## config.mk

```make
export PLATFORM = sky130hd
export DESIGN_NAME = mem_stage_lsu_flat
export DESIGN_NICKNAME = d
export VERILOG_FILES = /design/src/rtl/mem_stage_lsu_pkg.sv /design/src/rtl/mem_stage_lsu_if.sv /design/src/rtl/mem_stage_lsu_load_align.sv /design/src/rtl/mem_stage_lsu.sv /design/src/flat_wrapper.sv
export SDC_FILE = /design/constraint.sdc
export NUM_CORES = 1
export LEC_CHECK = 0
export BUFFER_PORTS_ARGS = -buffer_cell sky130_fd_sc_hd__buf_2
export CAP_MARGIN = 20
export CORE_MARGIN = 3
export CORE_UTILIZATION = 40
export CTS_CLUSTER_DIAMETER = 100
export DETAILED_ROUTE_END_ITERATION = 8
export GPL_TIMING_DRIVEN = 1
export HOLD_SLACK_MARGIN = 0.02
export REMOVE_ABC_BUFFERS = 1
export SLEW_MARGIN = 20
export SYNTH_ARGS = -nofsm -noshare
export SYNTH_HDL_FRONTEND = slang
export SYNTH_SLANG_ARGS = --single-unit
```

## constraint.sdc

```tcl
create_clock -name clk -period 2.92 [get_ports clk]
set_input_delay 0.438 -clock clk [delete_from_list [all_inputs] [get_ports clk]]
set_output_delay 0.438 -clock clk [all_outputs]
set_load 0.05 [all_outputs]
```

## src/rtl/mem_stage_lsu_pkg.sv

```systemverilog
// Shared types and helpers for the MEM-stage load/store unit.
// State encoding, default memory size and byte extension.
package lsu_pkg;

    typedef enum logic [1:0] {
        IDLE   = 2'd0,
        ACC_LO = 2'd1,
        ACC_HI = 2'd2
    } lsu_state_e;

    localparam int MEM_BYTES_DEF = 512;

    function automatic logic [15:0] ext_byte(
        input logic [7:0] b,
        input logic       sgn
    );
        return {{8{b[7] & sgn}}, b};
    endfunction

endpackage

```

## src/rtl/mem_stage_lsu_if.sv

```systemverilog
// EX/MEM request and writeback response bundle of the LSU.
// master = pipeline side, slave = LSU.
interface mem_stage_lsu_if #(
    parameter int ADDR_W = 16,
    parameter int DATA_W = 16,
    parameter int RD_W   = 3
) ();

    logic              req_valid;
    logic              req_ready;
    logic              req_we;
    logic              req_byte;
    logic              req_signed;
    logic [ADDR_W-1:0] req_addr;
    logic [DATA_W-1:0] req_wdata;
    logic [RD_W-1:0]   req_rd;

    logic              resp_valid;
    logic [DATA_W-1:0] resp_rdata;
    logic [RD_W-1:0]   resp_rd;
    logic              resp_err;

    modport master (
        output req_valid, req_we, req_byte, req_signed,
        output req_addr, req_wdata, req_rd,
        input  req_ready,
        input  resp_valid, resp_rdata, resp_rd, resp_err
    );

    modport slave (
        input  req_valid, req_we, req_byte, req_signed,
        input  req_addr, req_wdata, req_rd,
        output req_ready,
        output resp_valid, resp_rdata, resp_rd, resp_err
    );

endinterface

```

## src/rtl/mem_stage_lsu_load_align.sv

```systemverilog
// Merges captured load bytes and applies byte-load extension.
// Purely combinational; fed by the top-level capture register.
module lsu_load_align
    import lsu_pkg::*;
#(
    parameter int DATA_W = 16
) (
    input  logic              hi_i,
    input  logic              byte_i,
    input  logic              sgn_i,
    input  logic [7:0]        lo_i,
    input  logic [DATA_W-1:0] dm_i,
    output logic [DATA_W-1:0] rdata_o
);

    always_comb begin
        rdata_o = dm_i;
        unique case (1'b1)
            byte_i:  rdata_o = ext_byte(dm_i[7:0], sgn_i);
            hi_i:    rdata_o = {dm_i[7:0], lo_i};
            default: rdata_o = dm_i;
        endcase
    end

endmodule

```

## src/rtl/mem_stage_lsu.sv

```systemverilog
// MEM-stage load/store unit: range check, misaligned split,
// DataMemory sequencing and single-pulse writeback response.
module mem_stage_lsu
    import lsu_pkg::*;
#(
    parameter int ADDR_W    = 16,
    parameter int DATA_W    = 16,
    parameter int MEM_BYTES = MEM_BYTES_DEF,
    parameter int RD_W      = 3,
    parameter bit SPLIT_EN  = 1'b1
) (
    input  logic              clk,
    input  logic              rst_n,
    mem_stage_lsu_if.slave    lsu_if,
    output logic              dm_enable,
    output logic [ADDR_W-1:0] dm_address,
    output logic [DATA_W-1:0] dm_data_in,
    output logic              dm_MemWrite,
    output logic              dm_MemRead,
    output logic              dm_byte_enable,
    input  logic [DATA_W-1:0] dm_data_out
);

    localparam logic [ADDR_W:0] LIMIT = (ADDR_W+1)'(MEM_BYTES);
    localparam logic [ADDR_W:0] ONE_X = (ADDR_W+1)'(1);

    lsu_state_e        state_q;
    logic [ADDR_W-1:0] addr_q;
    logic [DATA_W-1:0] wdata_q;
    logic [RD_W-1:0]   rd_q;
    logic              we_q;
    logic              byte_q;
    logic              sgn_q;
    logic              split_q;
    logic [7:0]        lo_q;

    logic              dm_enable_q;
    logic [ADDR_W-1:0] dm_address_q;
    logic [DATA_W-1:0] dm_data_in_q;
    logic              dm_we_q;
    logic              dm_re_q;
    logic              dm_byte_q;

    logic              resp_valid_q;
    logic [DATA_W-1:0] resp_rdata_q;
    logic [RD_W-1:0]   resp_rd_q;
    logic              resp_err_q;

    logic [ADDR_W:0]   addr_x;
    logic              misal;
    logic              range_err;
    logic              req_err;
    logic              split_d;
    logic              narrow_d;
    logic [DATA_W-1:0] ld_data;

    assign lsu_if.req_ready = (state_q == IDLE);

    // Extra MSB keeps addr+1 from wrapping during the range check.
    assign addr_x    = {1'b0, lsu_if.req_addr};
    assign misal     = !lsu_if.req_byte && lsu_if.req_addr[0];
    assign range_err = (addr_x >= LIMIT)
                    || (!lsu_if.req_byte && (addr_x + ONE_X >= LIMIT));
    assign req_err   = range_err || (misal && !SPLIT_EN);
    assign split_d   = misal && SPLIT_EN;
    assign narrow_d  = lsu_if.req_byte || split_d;

    lsu_load_align #(
        .DATA_W (DATA_W)
    ) u_align (
        .hi_i    (state_q == ACC_HI),
        .byte_i  (byte_q),
        .sgn_i   (sgn_q),
        .lo_i    (lo_q),
        .dm_i    (dm_data_out),
        .rdata_o (ld_data)
    );

    always_ff @(posedge clk or negedge rst_n) begin
        if (!rst_n) begin
            state_q      <= IDLE;
            addr_q       <= '0;
            wdata_q      <= '0;
            rd_q         <= '0;
            we_q         <= 1'b0;
            byte_q       <= 1'b0;
            sgn_q        <= 1'b0;
            split_q      <= 1'b0;
            lo_q         <= '0;
            dm_enable_q  <= 1'b0;
            dm_address_q <= '0;
            dm_data_in_q <= '0;
            dm_we_q      <= 1'b0;
            dm_re_q      <= 1'b0;
            dm_byte_q    <= 1'b0;
            resp_valid_q <= 1'b0;
            resp_rdata_q <= '0;
            resp_rd_q    <= '0;
            resp_err_q   <= 1'b0;
        end else begin
            dm_enable_q  <= 1'b0;
            dm_address_q <= '0;
            dm_data_in_q <= '0;
            dm_we_q      <= 1'b0;
            dm_re_q      <= 1'b0;
            dm_byte_q    <= 1'b0;
            resp_valid_q <= 1'b0;
            resp_rdata_q <= '0;
            resp_rd_q    <= '0;
            resp_err_q   <= 1'b0;
            unique case (state_q)
                IDLE: begin
                    if (lsu_if.req_valid && req_err) begin
                        resp_valid_q <= 1'b1;
                        resp_err_q   <= 1'b1;
                        resp_rd_q    <= lsu_if.req_rd;
                    end else if (lsu_if.req_valid) begin
                        addr_q       <= lsu_if.req_addr;
                        wdata_q      <= lsu_if.req_wdata;
                        rd_q         <= lsu_if.req_rd;
                        we_q         <= lsu_if.req_we;
                        byte_q       <= lsu_if.req_byte;
                        sgn_q        <= lsu_if.req_signed;
                        split_q      <= split_d;
                        dm_enable_q  <= 1'b1;
                        dm_address_q <= lsu_if.req_addr;
                        dm_data_in_q <= narrow_d
                            ? {{(DATA_W-8){1'b0}}, lsu_if.req_wdata[7:0]}
                            : lsu_if.req_wdata;
                        dm_we_q      <= lsu_if.req_we;
                        dm_re_q      <= !lsu_if.req_we;
                        dm_byte_q    <= narrow_d;
                        state_q      <= ACC_LO;
                    end
                end
                ACC_LO: begin
                    lo_q <= dm_data_out[7:0];
                    if (split_q) begin
                        dm_enable_q  <= 1'b1;
                        dm_address_q <= addr_q + ADDR_W'(1);
                        dm_data_in_q <= {{(DATA_W-8){1'b0}}, wdata_q[15:8]};
                        dm_we_q      <= we_q;
                        dm_re_q      <= !we_q;
                        dm_byte_q    <= 1'b1;
                        state_q      <= ACC_HI;
                    end else begin
                        resp_valid_q <= 1'b1;
                        resp_rd_q    <= rd_q;
                        resp_rdata_q <= we_q ? '0 : ld_data;
                        state_q      <= IDLE;
                    end
                end
                ACC_HI: begin
                    resp_valid_q <= 1'b1;
                    resp_rd_q    <= rd_q;
                    resp_rdata_q <= we_q ? '0 : ld_data;
                    state_q      <= IDLE;
                end
                default: state_q <= IDLE;
            endcase
        end
    end

    assign dm_enable         = dm_enable_q;
    assign dm_address        = dm_address_q;
    assign dm_data_in        = dm_data_in_q;
    assign dm_MemWrite       = dm_we_q;
    assign dm_MemRead        = dm_re_q;
    assign dm_byte_enable    = dm_byte_q;
    assign lsu_if.resp_valid = resp_valid_q;
    assign lsu_if.resp_rdata = resp_rdata_q;
    assign lsu_if.resp_rd    = resp_rd_q;
    assign lsu_if.resp_err   = resp_err_q;

endmodule

```

## src/flat_wrapper.sv

```systemverilog
// flat-port wrapper written by rule: the top's interface ports become plain ports
module mem_stage_lsu_flat import lsu_pkg::*;
#(
    parameter int ADDR_W    = 16,
    parameter int DATA_W    = 16,
    parameter int MEM_BYTES = MEM_BYTES_DEF,
    parameter int RD_W      = 3,
    parameter bit SPLIT_EN  = 1'b1
)
  (clk, rst_n, dm_enable, dm_address, dm_data_in, dm_MemWrite, dm_MemRead, dm_byte_enable, dm_data_out, lsu_if_req_valid, lsu_if_req_we, lsu_if_req_byte, lsu_if_req_signed, lsu_if_req_addr, lsu_if_req_wdata, lsu_if_req_rd, lsu_if_req_ready, lsu_if_resp_valid, lsu_if_resp_rdata, lsu_if_resp_rd, lsu_if_resp_err);
  mem_stage_lsu_if #(.ADDR_W(ADDR_W), .DATA_W(DATA_W), .RD_W(RD_W)) lsu_if_i ();
  input  logic clk;
  input  logic rst_n;
  output logic dm_enable;
  output logic [ADDR_W-1:0] dm_address;
  output logic [DATA_W-1:0] dm_data_in;
  output logic dm_MemWrite;
  output logic dm_MemRead;
  output logic dm_byte_enable;
  input  logic [DATA_W-1:0] dm_data_out;
  input wire logic [$bits(lsu_if_i.req_valid)-1:0] lsu_if_req_valid;
  input wire logic [$bits(lsu_if_i.req_we)-1:0] lsu_if_req_we;
  input wire logic [$bits(lsu_if_i.req_byte)-1:0] lsu_if_req_byte;
  input wire logic [$bits(lsu_if_i.req_signed)-1:0] lsu_if_req_signed;
  input wire logic [$bits(lsu_if_i.req_addr)-1:0] lsu_if_req_addr;
  input wire logic [$bits(lsu_if_i.req_wdata)-1:0] lsu_if_req_wdata;
  input wire logic [$bits(lsu_if_i.req_rd)-1:0] lsu_if_req_rd;
  output wire logic [$bits(lsu_if_i.req_ready)-1:0] lsu_if_req_ready;
  output wire logic [$bits(lsu_if_i.resp_valid)-1:0] lsu_if_resp_valid;
  output wire logic [$bits(lsu_if_i.resp_rdata)-1:0] lsu_if_resp_rdata;
  output wire logic [$bits(lsu_if_i.resp_rd)-1:0] lsu_if_resp_rd;
  output wire logic [$bits(lsu_if_i.resp_err)-1:0] lsu_if_resp_err;
  assign lsu_if_i.req_valid = lsu_if_req_valid;
  assign lsu_if_i.req_we = lsu_if_req_we;
  assign lsu_if_i.req_byte = lsu_if_req_byte;
  assign lsu_if_i.req_signed = lsu_if_req_signed;
  assign lsu_if_i.req_addr = lsu_if_req_addr;
  assign lsu_if_i.req_wdata = lsu_if_req_wdata;
  assign lsu_if_i.req_rd = lsu_if_req_rd;
  assign lsu_if_req_ready = lsu_if_i.req_ready;
  assign lsu_if_resp_valid = lsu_if_i.resp_valid;
  assign lsu_if_resp_rdata = lsu_if_i.resp_rdata;
  assign lsu_if_resp_rd = lsu_if_i.resp_rd;
  assign lsu_if_resp_err = lsu_if_i.resp_err;
  mem_stage_lsu #(.ADDR_W(ADDR_W), .DATA_W(DATA_W), .MEM_BYTES(MEM_BYTES), .RD_W(RD_W), .SPLIT_EN(SPLIT_EN)) u_core (.clk(clk), .rst_n(rst_n), .lsu_if(lsu_if_i), .dm_enable(dm_enable), .dm_address(dm_address), .dm_data_in(dm_data_in), .dm_MemWrite(dm_MemWrite), .dm_MemRead(dm_MemRead), .dm_byte_enable(dm_byte_enable), .dm_data_out(dm_data_out));
endmodule
```

======== Word-level counts from Yosys, hierarchy flattened ========
Index checks and enable logic that the tools add are counted.
Widths: inputs -> output; s select.
operators by class
  muxes and demuxes ....................... 39
  $lt $le $gt $ge ......................... 2
  add/sub/neg operators ................... 2
  reduce and logical (&&, ||, !) cells .... 11
  equality and inequality tests ........... 4
  bitwise logic cells ..................... 2
operators with widths
  cell                   count
  $mux 16                8
  $pmux 16 s2            4
  $add 16x1->17 const B  1
  $ge 17x10->1 const B   1
  $add 16x1->16 const B  1
  $ge 16x10->1 const B   1
  $mux 1                 14
  $pmux 3 s3             1
  $mux 8                 1
  $pmux 1 s2             4
  $mux 2                 3
  $mux 3                 2
  $ne 2x2->1 const B     2
  $pmux 2 s2             1
  $logic_and 1x1->1      3
  $logic_not 1->1        3
  $pmux 1 s3             1
  $reduce_and 3->1       1
  $eq 2x1->1 const B     1
  $eq 2x2->1 const B     1
  $logic_not 2->1        1
  $logic_or 1x1->1       2
  $reduce_and 2->1       1
  $and 1x1->1            1
  $not 1->1              1
word-level totals
  bits of input ports ..................... 57
  word-level logic and storage cells ...... 79
  flip-flop bits (word level) ............. 106
  output and inout bits ................... 58

======== Depth between registers and ports, before layout ========
  word-level depth ........................ 7
  depth in mapped cells ................... 8

======== Hierarchy ========
Synthesis repeated with hierarchy kept, for this count alone.
unflattened totals
  cell total of the unflattened synthesis .. 303
  area total of the unflattened synthesis .. 4,103.9 sq um
by module, submodules not included
  module          times used  area an instance (sq um)  cells each
  mem_stage_lsu   1           3,885.0                   279
  lsu_load_align  1           219.0                     24

======== Least setup slack after synthesis ========
OpenSTA, ideal clock, no wires.
  kind .................................... reg2reg
  from .................................... register u_core.state_q[0]
  to ...................................... register u_core.addr_q[7]
  cell stages (with the launch flop) ...... 7
  data required time ...................... 2.795 ns
  arrival time ............................ 1.955 ns
  path buffers ............................ 1
  clock period less this slack ............ 2.080 ns
  setup slack ............................. 0.840 ns
  cell sequence ........................... dfrtp_1 -> inv_1 -> ha_1 -> nand4_4 -> nor2_2 -> buf_2 -> mux2_2
between the ends
  longest elaborated chain between the ends .. 2
RTL lines
  what                        RTL line              text
  start: declaration          mem_stage_lsu.sv:27   lsu_state_e state_q;
  start signal: assignment    mem_stage_lsu.sv:81   state_q <= IDLE;
  start signal: assignment    mem_stage_lsu.sv:133  state_q <= ACC_LO;
  start signal: assignment    mem_stage_lsu.sv:145  state_q <= ACC_HI;
  $logic_not 2->1             --
  net lsu_if_req_ready        flat_wrapper.sv:28    output wire logic [$bits(lsu_if_i.req_ready)-1:0] lsu_if_req_ready;
  $reduce_and 3->1 (no line)  --
  end signal: assignment      mem_stage_lsu.sv:118  addr_q <= lsu_if.req_addr;
  end: declaration            mem_stage_lsu.sv:28   logic [ADDR_W-1:0] addr_q;
The timed path passes the listed nets, and every way through them passes these cells.
A chain may end at the register's enable or synchronous reset.

======== Worst setup path after layout ========
  from .................................... register u_core.state_q[1]
  to ...................................... register u_core.dm_address_q[14], in the netlist u_core.dm_address[14]
between the ends
  longest elaborated chain between the ends .. 2
RTL lines
  what                                                  RTL line              text
  $eq 2x1->1 / $logic_not 2->1 (equally long branches)  mem_stage_lsu.sv:111  unique case (state_q)
  $pmux 16 s2 *                                         mem_stage_lsu.sv:111
  end signal: assignment                                mem_stage_lsu.sv:126  dm_address_q <= lsu_if.req_addr;
  end signal: assignment                                mem_stage_lsu.sv:140  dm_address_q <= addr_q + ADDR_W'(1);
  end: declaration                                      mem_stage_lsu.sv:38   logic [ADDR_W-1:0] dm_address_q;
Every way passes the cells marked *; elsewhere a longest branch is shown, timed or not.

==> PnR_summary.wiki <==
{| class="wikitable"
! Metric !! Value
|-
| Outcome || finished clean
|-
| Storage element area || 0.00245 mm^2
|-
| Fraction of met3 tracks used by global routing || 2.91%
|-
| Core region area || 0.00946 mm^2
|-
| Rel. slew slack || 40.7%
|-
| Maximum level of the CTS H-tree || 3
|-
| Total of hold buffers inserted after clock tree synthesis || 0
|-
| Total number of yosys warnings || 0
|-
| Number of antenna repair diodes || 0
|-
| Length of the first detailed-routing pass in iterations || 4
|-
| Portion of total power attributed to the clock network || 34.4%
|-
| Total setup buffers inserted after CTS || 0
|-
| Number of buffer cells added on primary ports || 114
|-
| Worst-margin pin slew || 0.889 ns
|-
| Post-route DRC violation count || 0
|-
| Critical Path Max Stage Delay || 0.60 ns
|-
| Global-route wire length before repair || 14,200 um
|-
| Number of antenna violations at the first check in global routing || 0
|-
| Area growth from synthesis to final layout || 23.5%
|-
| Area of the multi-input gates || 0.00145 mm^2
|-
| Sw Ratio || 24.3%
|-
| Clock Path Buffers || 2
|-
| Post-synth design cell area || 0.00400 mm^2
|-
| Clock Pin Slew Worst Setup and Hold Paths || 0.09 ns
|-
| Proportion of power drawn by flip-flops and latches || 54.5%
|-
| Height of the die || 106 um
|-
| Switch Pwr || 0.000671 W
|-
| Initial drt markers || 92
|-
| CTS sink cnt || 98
|-
| Data arrival time at the worst-slack endpoint || 2.39 ns
|-
| Final Wtd Congestion || 0.772
|-
| Data required time of the critical path || 3.20 ns
|-
| Max-Cap Viols || 0
|-
| Critical path, cell by cell || inv_1, ha_1, nand2_1, or4_1, nand2_1
|-
| Critical path class || flop to flop
|-
| Cell variety after synth || 43
|-
| Part of the cycle the worst path needs || 72.4%
|-
| Leading register cell type out of synthesis || sky130_fd_sc_hd__dfrtp_1
|-
| Met2 GRT Util || 25.1%
|-
| Count of pins over their slew limit || 0
|-
| TritonCTS clock tree || built
|-
| Fraction of registers with async set or reset after synthesis || 100%
|-
| Horiz. Die Dim || 106 um
|-
| WL per Instance || 15.7 um
|-
| Area share of the largest cell type after synthesis || 61.3%
|-
| Global routing met1 resource utilization || 22.3%
|-
| Count of filler cells inserted in the layout || 875
|-
| TNS Setup || 0 ns
|-
| Post-synthesis instance total || 306
|-
| Global routing usage summed across all routing layers || 16.0%
|-
| Final-stage net count || 485
|-
| Row cnt || 35
|-
| FMAX || 473 MHz
|-
| Clock Skews || 0.00858 ns
|-
| Synthesized area per cell || 13.1 um^2
|-
| Clock latency at the later pin of the worst-skew pair || 0.35 ns
|-
| Power per cell area || 560 mW/mm^2
|-
| Commonest cells after routing, fill and taps aside || sky130_fd_sc_hd__buf_2, sky130_fd_sc_hd__dfrtp_1, sky130_fd_sc_hd__mux2_2
|-
| Number of I/O pins || 115
|-
| Leakage component of the power || 2.59 nW
|-
| Synthesis-stage register bit count || 98
|-
| Congestion Overflow GR || 0
|-
| Share of layout cells above drive strength 1 || 40.0%
|-
| Crit-path most repeated cell || sky130_fd_sc_hd__nand2_1
|-
| Largest net degree at the start of global routing || 55
|-
| Dpl hpwl || 6190 um
|-
| Endpoints failing setup || 0
|-
| Final routed wirelength across all metal layers || 8760 um
|-
| Total of cells resized after clock tree synthesis || 0
|-
| Worst hold margin || 0.115 ns
|-
| Unrepaired setup endpoints after global routing || false
|-
| Largest cells by area after synthesis || sky130_fd_sc_hd__dfrtp_1, sky130_fd_sc_hd__mux2_2, sky130_fd_sc_hd__a22o_1
|-
| Number of global-route vias before repair || 2,776
|-
| Maximum net fanout on the critical path || 11
|-
| Effective utilization at floorplan || 42.3%
|-
| Number of flops mapped to enable cells by yosys || 0
|-
| Most Used Layer, Global Route || met2
|-
| Cell internal power dissipation || 0.00209 W
|-
| Worst supply voltage drop on vdd || 0.278 mV
|-
| Antenna Violating Nets Remaining || 0
|-
| Nature of the critical path endpoint || flop
|-
| Clock tree root buffer cell || sky130_fd_sc_hd__clkbuf_8
|-
| Vias per std cell || 5.00
|-
| Final hold violation count || 0
|-
| Crit start category || flop
|-
| Slowest cell on the critical path || sky130_fd_sc_hd__or4_1
|-
| CTS buffer count || 9
|-
| Cell taking the most area after synthesis || sky130_fd_sc_hd__dfrtp_1
|-
| Post-layout utilization of the core || 52.2%
|-
| Part of the total power dissipated in combinational logic || 11.1%
|-
| Die Outline Area || 0.0112 mm^2
|-
| Class of the tightest hold or removal check || input port to asynchronous set/reset pin
|-
| Clock period minus worst slack || 2.11 ns
|-
| Sequential-to-total area share from yosys stat || 61.3%
|-
| Total vias in the final route || 2,783
|-
| Commonest non-fill, non-tap cell in the layout || sky130_fd_sc_hd__buf_2
|}
## state kept, by name (all words and copies together) (netlist names)
signal,cells
u_core.rd_q,3
u_core.lsu_if.resp_rd,3
u_core.lsu_if.resp_err,1
u_core.dm_MemRead,1
u_core.we_q,1
u_core.lo_q,8
u_core.byte_q,1
u_core.wdata_q,8
u_core.lsu_if.resp_rdata,16
u_core.dm_address,16
u_core.lsu_if.resp_valid,1
u_core.state_q,2
u_core.split_q,1
u_core.sgn_q,1
u_core.dm_enable,1
u_core.dm_data_in,16
u_core.dm_byte_enable,1
u_core.addr_q,16
u_core.dm_MemWrite,1
## through the flow
stage               power [W]  area, um^2  std cells  setup WS (ns)
global placement      0.00183        4720        541          0.601
global route          0.00288        4940        557          0.600
CTS                   0.00280        4940        557          0.744
detailed placement    0.00184        4720        541          0.526
finish                0.00276        4940        557          0.807
floorplan             0.00171        3930        292          0.392
## final timing paths
kind	from	end	slack [ns]	cells past startpoint
max	u_core.state_q[1]	u_core.dm_address[14]	0.81	5
min	rst_n	u_core.lsu_if.resp_rdata[5]	0.12	1
max reg2reg	u_core.state_q[1]	u_core.dm_address[14]	0.81	5
min reg2reg	u_core.rd_q[0]	u_core.lsu_if.resp_rd[0]	0.49	1
max in group asynchronous	rst_n	u_core.dm_address[13]	2.12	2
min in group clk	lsu_if_req_we	u_core.dm_MemRead	0.28	2
## cells by family after synthesis
family | count (synthesis) | share of synthesized area, %
flops | 98 | 61.3
mux | 31 | 9.55
fa+ha+maj | 5 | 1.56
simple gates | 80 | 11.6
xor+xnor | 9 | 1.97
compound gates | 62 | 11.5
buf+inv | 21 | 2.41
## synthesized netlist by cell type (5+ instances only)
| library cell | instances |
|---|---|
| sky130_fd_sc_hd__dfrtp_1 | 98 |
| sky130_fd_sc_hd__nand3_1 | 5 |
| sky130_fd_sc_hd__nor2_1 | 15 |
| sky130_fd_sc_hd__a22oi_1 | 16 |
| sky130_fd_sc_hd__mux2_2 | 21 |
| sky130_fd_sc_hd__nand2_1 | 15 |
| sky130_fd_sc_hd__and2_1 | 17 |
| sky130_fd_sc_hd__clkbuf_1 | 7 |
| sky130_fd_sc_hd__xnor2_1 | 7 |
| sky130_fd_sc_hd__buf_2 | 5 |
| sky130_fd_sc_hd__mux2_4 | 9 |
| sky130_fd_sc_hd__a22o_1 | 17 |
| sky130_fd_sc_hd__nand4_1 | 5 |
| sky130_fd_sc_hd__inv_1 | 7 |
| sky130_fd_sc_hd__a21oi_1 | 11 |
| sky130_fd_sc_hd__ha_1 | 5 |
## layout make-up
class,count,area share (%)
multi-input cells,187,29.3
inverters,7,0.532
clock buffers,11,2.86
clock inverters,5,1.57
flip-flops and latches,98,49.7
repair buffers,120,12.8
well taps,129,3.27
## routing by layer
metal,vias to the layer above,wire length (um)
met5,-,0
met4,0,93
met3,8,438
met2,78,4110
met1,1364,4120
li1,1333,-
## worst max-delay path, delay by kind of cell, from the launching register on
family | cells | cell delay, ns
and+or+nand+nor | 3 | 1.08
adders and majority gates | 1 | 0.45
DFF | 1 | 0.41
buffers and inverters | 1 | 0.10
## power groups by stage
stage               combinational [W]  sequential [W]  clock, W
floorplan                    0.000151         0.00156         0
global placement             0.000306         0.00153         0
detailed placement           0.000310         0.00153         0
CTS                          0.000312         0.00151  0.000981
global route                 0.000337         0.00152   0.00102
finish                       0.000306         0.00151  0.000952
(Power assumes the default switching activity.)
